==> src/rtl/ledger_pkg.sv <==
// Shared types, constants and helpers for the ledger transaction source.
package ledger_pkg;

    localparam int USER_W_DEFAULT    = 10;
    localparam int BALANCE_W_DEFAULT = 64;

    // Types at the default interface widths.
    typedef logic [USER_W_DEFAULT-1:0]    user_t;
    typedef logic [BALANCE_W_DEFAULT-1:0] amount_t;

    localparam int          LEDGER_LATENCY = 2;
    localparam logic [31:0] LFSR_POLY      = 32'h8020_0003;

    typedef enum logic [1:0] {IDLE, RUN, DRAIN, DONE} tx_state_e;

    // One step of the right-shifting Galois LFSR.
    function automatic logic [31:0] lfsr_step(input logic [31:0] s);
        return (s >> 1) ^ (s[0] ? LFSR_POLY : 32'd0);
    endfunction

    function automatic logic [31:0] sat_inc(input logic [31:0] c);
        return (c == 32'hFFFF_FFFF) ? c : c + 32'd1;
    endfunction

endpackage

==> src/rtl/ledger_tx_scoreboard.sv <==
// Small synchronous FIFO of issued {payer,payee} pairs; each pop is compared
// against the returned result and a mismatch (or pop from empty) is flagged.
module ledger_tx_scoreboard #(
    parameter int ENTRY_W = 20,
    parameter int DEPTH   = 4
) (
    input  logic               clk,
    input  logic               rst_n,
    input  logic               push,
    input  logic [ENTRY_W-1:0] push_data,
    input  logic               pop,
    input  logic [ENTRY_W-1:0] pop_data,
    output logic               empty,
    output logic               full,
    output logic               mismatch
);
    import ledger_pkg::*;

    localparam int PTR_W = $clog2(DEPTH);

    logic [ENTRY_W-1:0] mem_q [DEPTH];
    logic [PTR_W-1:0]   wr_ptr_q, wr_ptr_d;
    logic [PTR_W-1:0]   rd_ptr_q, rd_ptr_d;
    logic [PTR_W:0]     count_q, count_d;
    logic               do_push, do_pop;

    assign empty    = (count_q == '0);
    assign full     = (count_q == (PTR_W+1)'(DEPTH));
    assign do_push  = push && !full;
    assign do_pop   = pop && !empty;
    // A pop against an empty FIFO is itself an error; the pop is dropped.
    assign mismatch = pop && (empty || (mem_q[rd_ptr_q] != pop_data));

    always_comb begin
        wr_ptr_d = wr_ptr_q;
        rd_ptr_d = rd_ptr_q;
        count_d  = count_q;
        if (do_push) wr_ptr_d = wr_ptr_q + PTR_W'(1);
        if (do_pop)  rd_ptr_d = rd_ptr_q + PTR_W'(1);
        case ({do_push, do_pop})
            2'b10:   count_d = count_q + (PTR_W+1)'(1);
            2'b01:   count_d = count_q - (PTR_W+1)'(1);
            default: count_d = count_q;
        endcase
    end

    always_ff @(posedge clk) begin
        if (do_push) mem_q[wr_ptr_q] <= push_data;
    end

    always_ff @(posedge clk or negedge rst_n) begin
        if (!rst_n) begin
            wr_ptr_q <= '0;
            rd_ptr_q <= '0;
            count_q  <= '0;
        end else begin
            wr_ptr_q <= wr_ptr_d;
            rd_ptr_q <= rd_ptr_d;
            count_q  <= count_d;
        end
    end

endmodule

==> src/rtl/ledger_tx_source.sv <==
// Ledger transaction initiator: LFSR request generator, hazard spacing, result scoreboard and stats.
// Optional macro LEDGER_TX_SELF_XFER_EN: issue payer==payee candidates unchanged as no-op transfers.
module ledger_tx_source #(
    parameter int          USER_WIDTH    = 10,
    parameter int          BALANCE_WIDTH = 64,
    parameter int          AMOUNT_BITS   = 8,
    parameter logic [31:0] LFSR_SEED     = 32'hACE1_2345,
    parameter int          SB_DEPTH      = 4
) (
    input  logic                     clk,
    input  logic                     rst_n,
    input  logic                     start,
    input  logic                     stop,
    input  logic [31:0]              tx_target,
    output logic                     tx_valid,
    output logic [USER_WIDTH-1:0]    tx_payer,
    output logic [USER_WIDTH-1:0]    tx_payee,
    output logic [BALANCE_WIDTH-1:0] tx_amount,
    input  logic                     rs_valid,
    input  logic                     rs_success,
    input  logic [USER_WIDTH-1:0]    rs_payer,
    input  logic [USER_WIDTH-1:0]    rs_payee,
    output logic                     busy,
    output logic                     done,
    output logic [31:0]              issued_cnt,
    output logic [31:0]              success_cnt,
    output logic [31:0]              fail_cnt,
    output logic [31:0]              stall_cnt,
    output logic                     err_mismatch
);
    import ledger_pkg::*;

    localparam int UW = USER_WIDTH;
    localparam int AB = AMOUNT_BITS;

    generate
        if (LFSR_SEED == 32'd0) begin : g_bad_seed
            $error("ledger_tx_source: LFSR_SEED must be non-zero");
        end
        if (2*UW + AB > 32) begin : g_bad_width
            $error("ledger_tx_source: 2*USER_WIDTH+AMOUNT_BITS exceeds 32");
        end
        if (SB_DEPTH < LEDGER_LATENCY + 2 || (SB_DEPTH & (SB_DEPTH - 1)) != 0) begin : g_bad_depth
            $error("ledger_tx_source: SB_DEPTH must be a power of 2 and >= 4");
        end
    endgenerate

    tx_state_e              state_q, state_d;
    logic [31:0]            lfsr_q, lfsr_d;
    logic                   tx_valid_q, tx_valid_d;
    logic [UW-1:0]          tx_payer_q, tx_payer_d, tx_payee_q, tx_payee_d;
    logic [BALANCE_WIDTH-1:0] tx_amount_q, tx_amount_d;
    logic [31:0]            issued_q, issued_d, success_q, success_d;
    logic [31:0]            fail_q, fail_d, stall_q, stall_d;
    logic                   err_q, err_d;

    logic [UW-1:0]          cand_payer, cand_payee_raw, cand_payee;
    logic [BALANCE_WIDTH-1:0] cand_amount;
    logic                   hazard, issue, sb_empty, sb_full, sb_mismatch;

    assign cand_payer     = lfsr_q[UW-1:0];
    assign cand_payee_raw = lfsr_q[2*UW-1:UW];
    assign cand_amount    = BALANCE_WIDTH'(lfsr_q[2*UW+AB-1:2*UW]);

`ifdef LEDGER_TX_SELF_XFER_EN
    assign cand_payee = cand_payee_raw;
`else
    assign cand_payee = (cand_payee_raw == cand_payer) ? cand_payer + UW'(1) : cand_payee_raw;
`endif

    // Only the issue from the immediately preceding cycle can collide, so a
    // stalled cycle always clears the guard for the next one.
    assign hazard = tx_valid_q && ((cand_payer == tx_payer_q) || (cand_payer == tx_payee_q) ||
                                   (cand_payee == tx_payer_q) || (cand_payee == tx_payee_q));

    always_comb begin
        state_d     = state_q;
        lfsr_d      = lfsr_q;
        tx_valid_d  = 1'b0;
        tx_payer_d  = tx_payer_q;
        tx_payee_d  = tx_payee_q;
        tx_amount_d = tx_amount_q;
        issued_d    = issued_q;
        success_d   = success_q;
        fail_d      = fail_q;
        stall_d     = stall_q;
        err_d       = err_q;
        issue       = 1'b0;

        case (state_q)
            IDLE, DONE: begin
                if (start) begin
                    issued_d  = '0;
                    success_d = '0;
                    fail_d    = '0;
                    stall_d   = '0;
                    err_d     = 1'b0;
                    state_d   = (tx_target == 32'd0) ? DONE : RUN;
                end
            end
            RUN: begin
                if (stop) begin
                    state_d = DRAIN;
                end else if (hazard || sb_full) begin
                    stall_d = sat_inc(stall_q);
                end else begin
                    issue       = 1'b1;
                    tx_valid_d  = 1'b1;
                    tx_payer_d  = cand_payer;
                    tx_payee_d  = cand_payee;
                    tx_amount_d = cand_amount;
                    lfsr_d      = lfsr_step(lfsr_q);
                    issued_d    = sat_inc(issued_q);
                    if (({1'b0, issued_q} + 33'd1) >= {1'b0, tx_target}) state_d = DRAIN;
                end
            end
            DRAIN: begin
                if (sb_empty) state_d = DONE;
            end
            default: state_d = IDLE;
        endcase

        if (rs_valid && (state_q == RUN || state_q == DRAIN)) begin
            if (rs_success) success_d = sat_inc(success_q);
            else            fail_d    = sat_inc(fail_q);
        end
        if (sb_mismatch) err_d = 1'b1;
    end

    always_ff @(posedge clk or negedge rst_n) begin
        if (!rst_n) begin
            state_q     <= IDLE;
            lfsr_q      <= LFSR_SEED;
            tx_valid_q  <= 1'b0;
            tx_payer_q  <= '0;
            tx_payee_q  <= '0;
            tx_amount_q <= '0;
            issued_q    <= '0;
            success_q   <= '0;
            fail_q      <= '0;
            stall_q     <= '0;
            err_q       <= 1'b0;
        end else begin
            state_q     <= state_d;
            lfsr_q      <= lfsr_d;
            tx_valid_q  <= tx_valid_d;
            tx_payer_q  <= tx_payer_d;
            tx_payee_q  <= tx_payee_d;
            tx_amount_q <= tx_amount_d;
            issued_q    <= issued_d;
            success_q   <= success_d;
            fail_q      <= fail_d;
            stall_q     <= stall_d;
            err_q       <= err_d;
        end
    end

    ledger_tx_scoreboard #(
        .ENTRY_W (2*UW),
        .DEPTH   (SB_DEPTH)
    ) u_sb (
        .clk       (clk),
        .rst_n     (rst_n),
        .push      (issue),
        .push_data ({cand_payer, cand_payee}),
        .pop       (rs_valid),
        .pop_data  ({rs_payer, rs_payee}),
        .empty     (sb_empty),
        .full      (sb_full),
        .mismatch  (sb_mismatch)
    );

    assign tx_valid     = tx_valid_q;
    assign tx_payer     = tx_payer_q;
    assign tx_payee     = tx_payee_q;
    assign tx_amount    = tx_amount_q;
    assign busy         = (state_q == RUN) || (state_q == DRAIN);
    assign done         = (state_q == DONE);
    assign issued_cnt   = issued_q;
    assign success_cnt  = success_q;
    assign fail_cnt     = fail_q;
    assign stall_cnt    = stall_q;
    assign err_mismatch = err_q;

endmodule

==> config.mk <==
export PLATFORM = sky130hd
export DESIGN_NAME = ledger_tx_source
export DESIGN_NICKNAME = d
export VERILOG_FILES = /design/src/rtl/ledger_pkg.sv /design/src/rtl/ledger_tx_scoreboard.sv /design/src/rtl/ledger_tx_source.sv
export SDC_FILE = /design/constraint.sdc
export NUM_CORES = 1
export LEC_CHECK = 0
export ABC_AREA = 0
export CAP_MARGIN = 10
export CORE_MARGIN = 2
export CORE_UTILIZATION = 54
export CTS_CLUSTER_DIAMETER = 50
export CTS_CLUSTER_SIZE = 12
export DETAILED_ROUTE_END_ITERATION = 12
export PLACE_DENSITY = 0.81
export SYNTH_ARGS = -nofsm -noshare
export SYNTH_HDL_FRONTEND = slang
export SYNTH_SLANG_ARGS = --single-unit
==> constraint.sdc <==
create_clock -name clk -period 5.3 [get_ports clk]
set_clock_uncertainty 0.1 [all_clocks]
set_input_delay 1.06 -clock clk [delete_from_list [all_inputs] [get_ports clk]]
set_output_delay 1.06 -clock clk [all_outputs]
set_load 0.005 [all_outputs]
Word-level counts from Yosys, hierarchy flattened
Memories as Yosys holds them, arrays and structs flattened.
Cells that the tools add are included.

operators by class
  reductions and logical operators = 26
  div/mod/pow operators = 0
  equal/unequal tests = 27
  $mul = 0
  $add $sub $neg = 10
  $lt $le $gt $ge = 1
  mux-type cells = 37
  bitwise operators = 3
  shifts and indexed selects = 0

operator list
  cell                                                             number
  32-bit 2-to-1 mux                                                18
  32-bit by 1-bit adder with 32-bit output, second input constant  4
  32-bit == test, second input constant                            4
  32-bit one-hot mux with 2 select lines                           2
  10-bit == test                                                   5
  32-bit by 1-bit adder with 33-bit output, second input constant  1
  33-bit by 32-bit greater-or-equal comparator with 1-bit output   1
  32-bit zero test                                                 1
  31-bit by 32-bit XOR with 32-bit output                          1
  20-bit != test                                                   1
  2-bit 2-to-1 mux                                                 6
  2-bit != test, second input constant                             6
  3-bit != test, second input constant                             4
  10-bit by 1-bit adder with 10-bit output, second input constant  1
  10-bit 2-to-1 mux                                                1
  5-bit AND reduction                                              2
  1-bit 2-to-1 mux                                                 8
  2-bit nonzero test                                               4
  2-bit == test, second input constant                             3
  1-bit logical OR                                                 6
  2-bit one-hot mux with 3 select lines                            1
  3-bit one-hot mux with 2 select lines                            1
  1-bit logical AND                                                5
  2-bit by 1-bit adder with 2-bit output, second input constant    2
  other kinds (13)                                                 16

storage, ports and cells
  memories = 1
  register bits after elaboration = 199
  bits in writable memories = 80
  output and inout bits = 216
  input bits = 58
  latch bits = 0
  ROM bits = 0

memories
  memory      depth  bits a word  rd ports  clocked after Yosys merged registers in  wr ports  RTL line                    text
  u_sb.mem_q  4      20           1         0                                        1         ledger_tx_scoreboard.sv:21  logic [ENTRY_W-1:0] mem_q [DEPTH];

Longest topological paths before layout
  word-level depth = 13
  mapped depth = 18
  gate-level depth less buffers = 16

Modules after synthesis
From an unflattened synthesis, not the netlist that was laid out.

second synthesis, totals
  cell total of the unflattened synthesis = 1596
  area total of the unflattened synthesis = 15832.7 µm²

modules (own cells, without submodules)
  module                instances  seq. area each (µm²)  area an instance (µm²)  cells each
  ledger_tx_source      1          4621.9                12192.9                 1410
  ledger_tx_scoreboard  1          2577.5                3639.7                  186

Worst setup path after synthesis
No wires, ideal clock.

  path kind = register -> register
  start point = register lfsr_q[8]
  end point = register u_sb.count_q[2]
  required time = 5.121 ns
  stages on the path, launching flop included = 18
  setup time = 0.079 ns
  slack = 1.373 ns
  clock period less this slack = 3.927 ns
  arrival = 3.748 ns
  buffers on the path = 2
  cell sequence = dfstp_2 > buf_2 > xnor2_1 > nand2_1 > or4_1 > o311a_1 > a2111oi_4 > nand4_2 > nand2_1 > nor2_2 > inv_2 > buf_2 > ha_1 > inv_1 > fa_1 > xor2_1 > nor2_1 > xor2_1

on the way
  cells in the longest elaborated chain, start to end = 13
  elaborated cells on any way between the ends = 20

ends and longest elaborated chain
  what                                                                         RTL line                    text
  start: declaration                                                           ledger_tx_source.sv:49      logic [31:0] lfsr_q, lfsr_d;
  start signal: assignment                                                     ledger_tx_source.sv:145     lfsr_q <= lfsr_d;
  10-bit by 1-bit adder with 10-bit output or 10-bit == test (tied branches)   ledger_tx_source.sv:68      assign cand_payee = (cand_payee_raw == cand_payer) ? cand_payer + UW'(1) : cand_payee_raw;
  10-bit 2-to-1 mux                                                            ledger_tx_source.sv:68
  10-bit == test                                                               ledger_tx_source.sv:74      (cand_payee == tx_payer_q) || (cand_payee == tx_payee_q));
  1-bit logical OR                                                             ledger_tx_source.sv:73      assign hazard = tx_valid_q && ((cand_payer == tx_payer_q) || (cand_payer == tx_payee_q) ||
  1-bit logical OR *                                                           ledger_tx_source.sv:74
  1-bit logical AND *                                                          ledger_tx_source.sv:73
  1-bit logical OR *                                                           ledger_tx_source.sv:104     end else if (hazard || sb_full) begin
  1-bit 2-to-1 mux *                                                           ledger_tx_source.sv:104
  1-bit 2-to-1 mux *                                                           ledger_tx_source.sv:102     if (stop) begin
  1-bit 2-to-1 mux *                                                           ledger_tx_source.sv:90      case (state_q)
  1-bit logical AND *                                                          ledger_tx_scoreboard.sv:29  assign do_push = push && !full;
  2-bit by 1-bit == test with 1-bit output or 2-bit == test (tied branches)    ledger_tx_scoreboard.sv:40  case ({do_push, do_pop})
  3-bit one-hot mux with 2 select lines or 2-bit nonzero test (tied branches)  --
  end signal: assignment                                                       ledger_tx_scoreboard.sv:59  count_q <= count_d;
  end: declaration                                                             ledger_tx_scoreboard.sv:24  logic [PTR_W:0] count_q, count_d;

Every way passes the cells marked *; elsewhere a longest branch is shown, timed or not.
A chain may end at the register's enable or synchronous reset.

Final worst setup path
  start point = register issued_q[0], in the netlist issued_cnt[0]
  end point = register state_q[1]

on the way
  cells in the longest elaborated chain, start to end = 4

ends and longest elaborated chain
  what                                                            RTL line                 text
  start: declaration                                              ledger_tx_source.sv:53   logic [31:0] issued_q, issued_d, success_q, success_d;
  start signal: assignment                                        ledger_tx_source.sv:150  issued_q <= issued_d;
  32-bit by 1-bit adder with 33-bit output                        ledger_tx_source.sv:114  if (({1'b0, issued_q} + 33'd1) >= {1'b0, tx_target}) state_d = DRAIN;
  33-bit by 32-bit greater-or-equal comparator with 1-bit output  ledger_tx_source.sv:114
  3-bit != test (no source line)                                  --
  4-bit AND reduction (no source line)                            --
  end signal: assignment                                          ledger_tx_source.sv:144  state_q <= state_d;
  end: declaration                                                ledger_tx_source.sv:48   tx_state_e state_q, state_d;

Every way passes these cells.

==> results_dict.tcl <==
set metrics [dict create \
    design_area_mm2 0.0192 \
    synth_compound_area_frac 0.116 \
    grt_pass1_wl_mm 68.1 \
    holdBufCountCts 0 \
    core_area_mm2 0.0294 \
    cap_violations 0 \
    max_slew.worst_pin.slew_ns 1.22 \
    synth-simple-area-share 0.169 \
    die_x_um 176 \
    vias 13139 \
    slew_violations 0 \
    hp-class "register to register" \
    path_cells "ha_1 -> and3_1 -> and4_1 -> and4_1 -> nand3_1 -> xnor2_1 -> ha_1 -> a21o_1 -> a211oi_1 -> o211ai_1 -> a211o_1 -> o211ai_1 -> mux2_2" \
    stdcell_count 2155 \
    regArea_mm2 0.00720 \
    status "completed" \
    dpl.cell_count 2101 \
    setup_tns_ns 0 \
    syn-cell-area_mm2 0.0160 \
    num-fill-cells 2255 \
    dpl_cell_area_mm2 0.0182 \
    rows 63 \
    cp.arrival_ns 4.81 \
    cp_slowest_cell "dfrtp_1" \
    whs_ns 0.390 \
    path_clk_slew_ns 0.06 \
    postSynthCellCount 1566 \
    cts_buffers 31 \
    wl_per_cell_um 19.7 \
    vias_per_cell 6.10 \
    final_cell_mix "clkdlybuf4s50_1 (216), dfrtp_1 (177), nand2_1 (143), nor2_1 (91)" \
    synthMuxAreaShare 0.0737 \
    die_area_mm2 0.0310 \
    worst_ep_required_time_ns 5.64 \
    layout_commonest_cell "clkdlybuf4s50_1" \
    p_leak_nw 7.87 \
    pwr_density_cell_mw_per_mm2 476 \
    post-route-period-util 0.844 \
    clock_latency_ns 0.56 \
    cts_setup_buffers 0 \
    drc_errors 0 \
    diodes 0 \
    drtPass1Iterations 5 \
    drt-initial-drc-count 1195 \
    cpPeakStageDelay_ns 0.52 \
    synth_xor_xnor_area_share 0.0850 \
    synthFlopType "dfrtp_1" \
    cts_max_level 1 \
    cp_max_fo 9 \
    multi_input_area_mm2 0.00798 \
    post_cts_resized 0 \
    crit_type "register to register" \
    ant_nets 0 \
    rsz0062_at_grt "false" \
    power_mw 9.16 \
    synth_cell_types 82 \
    synth_top_family_by_area "simple AND/OR/NAND/NOR gates" \
    endpoint_kind "register" \
    cts_buffer_depth 3 \
    ir_drop_uv 409 \
    grt_usage 0.271 \
    cts_tree "done" \
    wirelength_mm 42.6 \
    hold_viol 0 \
    period_minus_slack_ns 4.47 \
    io_pins 274 \
    seq_area_frac_synth 0.450 \
    cts.sinks 271 \
    num-nets-final 1853 \
    antenna_found_initial 0 \
    initial_core_util 0.544 \
    setup_viol 0 \
    slew_headroom 0.185 \
    critPathLaunchType "register" \
    hpwl_mm 29.4 \
    io_buffers 217 \
    ys_ff_latch 271 \
    syn_area_per_cell_um2 10.2 \
    grt_pass1_vias 12802 \
    root_buffer "clkbuf_16" \
    fmax_ghz 0.223 \
    synthAdderAreaFrac 0.0404 \
    place_congestion 0.914 \
    drive_gt1_frac 0.102 \
    grt_max_degree 114 \
    synth_edf_count 80 \
    yosysWarnings 0 \
    die_height_um 176 \
    area_growth_pct 20.3 \
    synth-async-reset-ratio 0.705 \
    gr-total-overflow 0 \
]
flip-flops by register name, indices dropped and copies added (netlist names), 2 cells and up:
| register | flops |
|---|---|
| u_sb.mem_q | 80 |
| fail_cnt | 32 |
| issued_cnt | 32 |
| lfsr_q | 32 |
| stall_cnt | 32 |
| success_cnt | 32 |
| tx_payee | 10 |
| tx_payer | 6 |
| tx_amount | 4 |
| u_sb.count_q | 3 |
| state_q | 2 |
| u_sb.rd_ptr_q | 2 |
| u_sb.wr_ptr_q | 2 |
cells by family after synthesis:
kind of cell             after synthesis
AND/OR/NAND/NOR                      531
flip-flops                           271
AO/OA/AOI/OAI                        267
buffers and inverters                208
XOR/XNOR                             151
multiplexers                          86
adder cells (fa/ha/maj)               51
other                                  1
metrics by stage:
stage                     utilization  setup WS [ns]
after floorplan                     -           1.37
after global placement          0.620           1.09
after detailed placement        0.620          0.913
after CTS                       0.654          0.881
after global routing            0.654          0.590
final                           0.654          0.825
worst paths after layout:
kind / cells after the start / start / end / slack (ns)
worst max-delay path: 13 / issued_cnt[0] / state_q[1] / 0.83
worst min-delay path: 1 / success_cnt[11] / success_cnt[11] / 0.39
worst max register to register: 13 / issued_cnt[0] / state_q[1] / 0.83
worst min register to register: 1 / success_cnt[11] / success_cnt[11] / 0.39
max in group asynchronous: 2 / rst_n / lfsr_q[13] / 3.49
min in group asynchronous: 1 / rst_n / success_cnt[18] / 0.53
synth_stat cells (22+ instances only):
master,n,area [µm²]
nand2_1,143,537
xnor2_1,80,701
a21oi_1,66,330
nand3_1,73,365
dfrtp_1,177,4430
inv_1,57,214
ha_1,50,626
nand4_1,48,300
buf_2,22,110
o211ai_1,22,165
o21ai_0,49,245
clkbuf_1,56,210
xor2_1,66,578
nor3_1,29,145
and3_1,41,257
a221o_1,23,230
mux2_2,53,597
nor2_1,91,342
edfxtp_1,80,2400
buf_4,66,495
nor4_1,26,163
worst max-delay path, delay by kind of cell (launching register included):
kind            cells  cell delay, ns
xor+xnor            1            0.24
fa+ha+maj           2            0.61
simple gates        4            1.40
compound gates      5            1.09
flops               1            0.52
mux                 1            0.38
power by group:
part	switching [mW]	internal (mW)
Clock	0.870	1.25
Combinational	2.26	1.58
Sequential	0.562	2.64
Total	3.69	5.47
metal layers:
| metal | track usage | wire length (µm) | up-vias |
|---|---|---|---|
| met2 | 0.448 | 20400 | 608 |
| met5 | 0 | 0 | - |
| met3 | 0.0435 | 3440 | 85 |
| met4 | 0.0816 | 1090 | 0 |
| met1 | 0.371 | 17600 | 6473 |
| li1 | - | - | 5973 |
layout make-up:
cell class,instances,area share
clock buffers,42,0.0435
clock inverters,12,0.00852
inverters,58,0.0113
multi-input cells,1142,0.414
flip-flops and latches,271,0.374
well taps,390,0.0254
repair buffers,240,0.123
(Power assumes the default switching activity.)
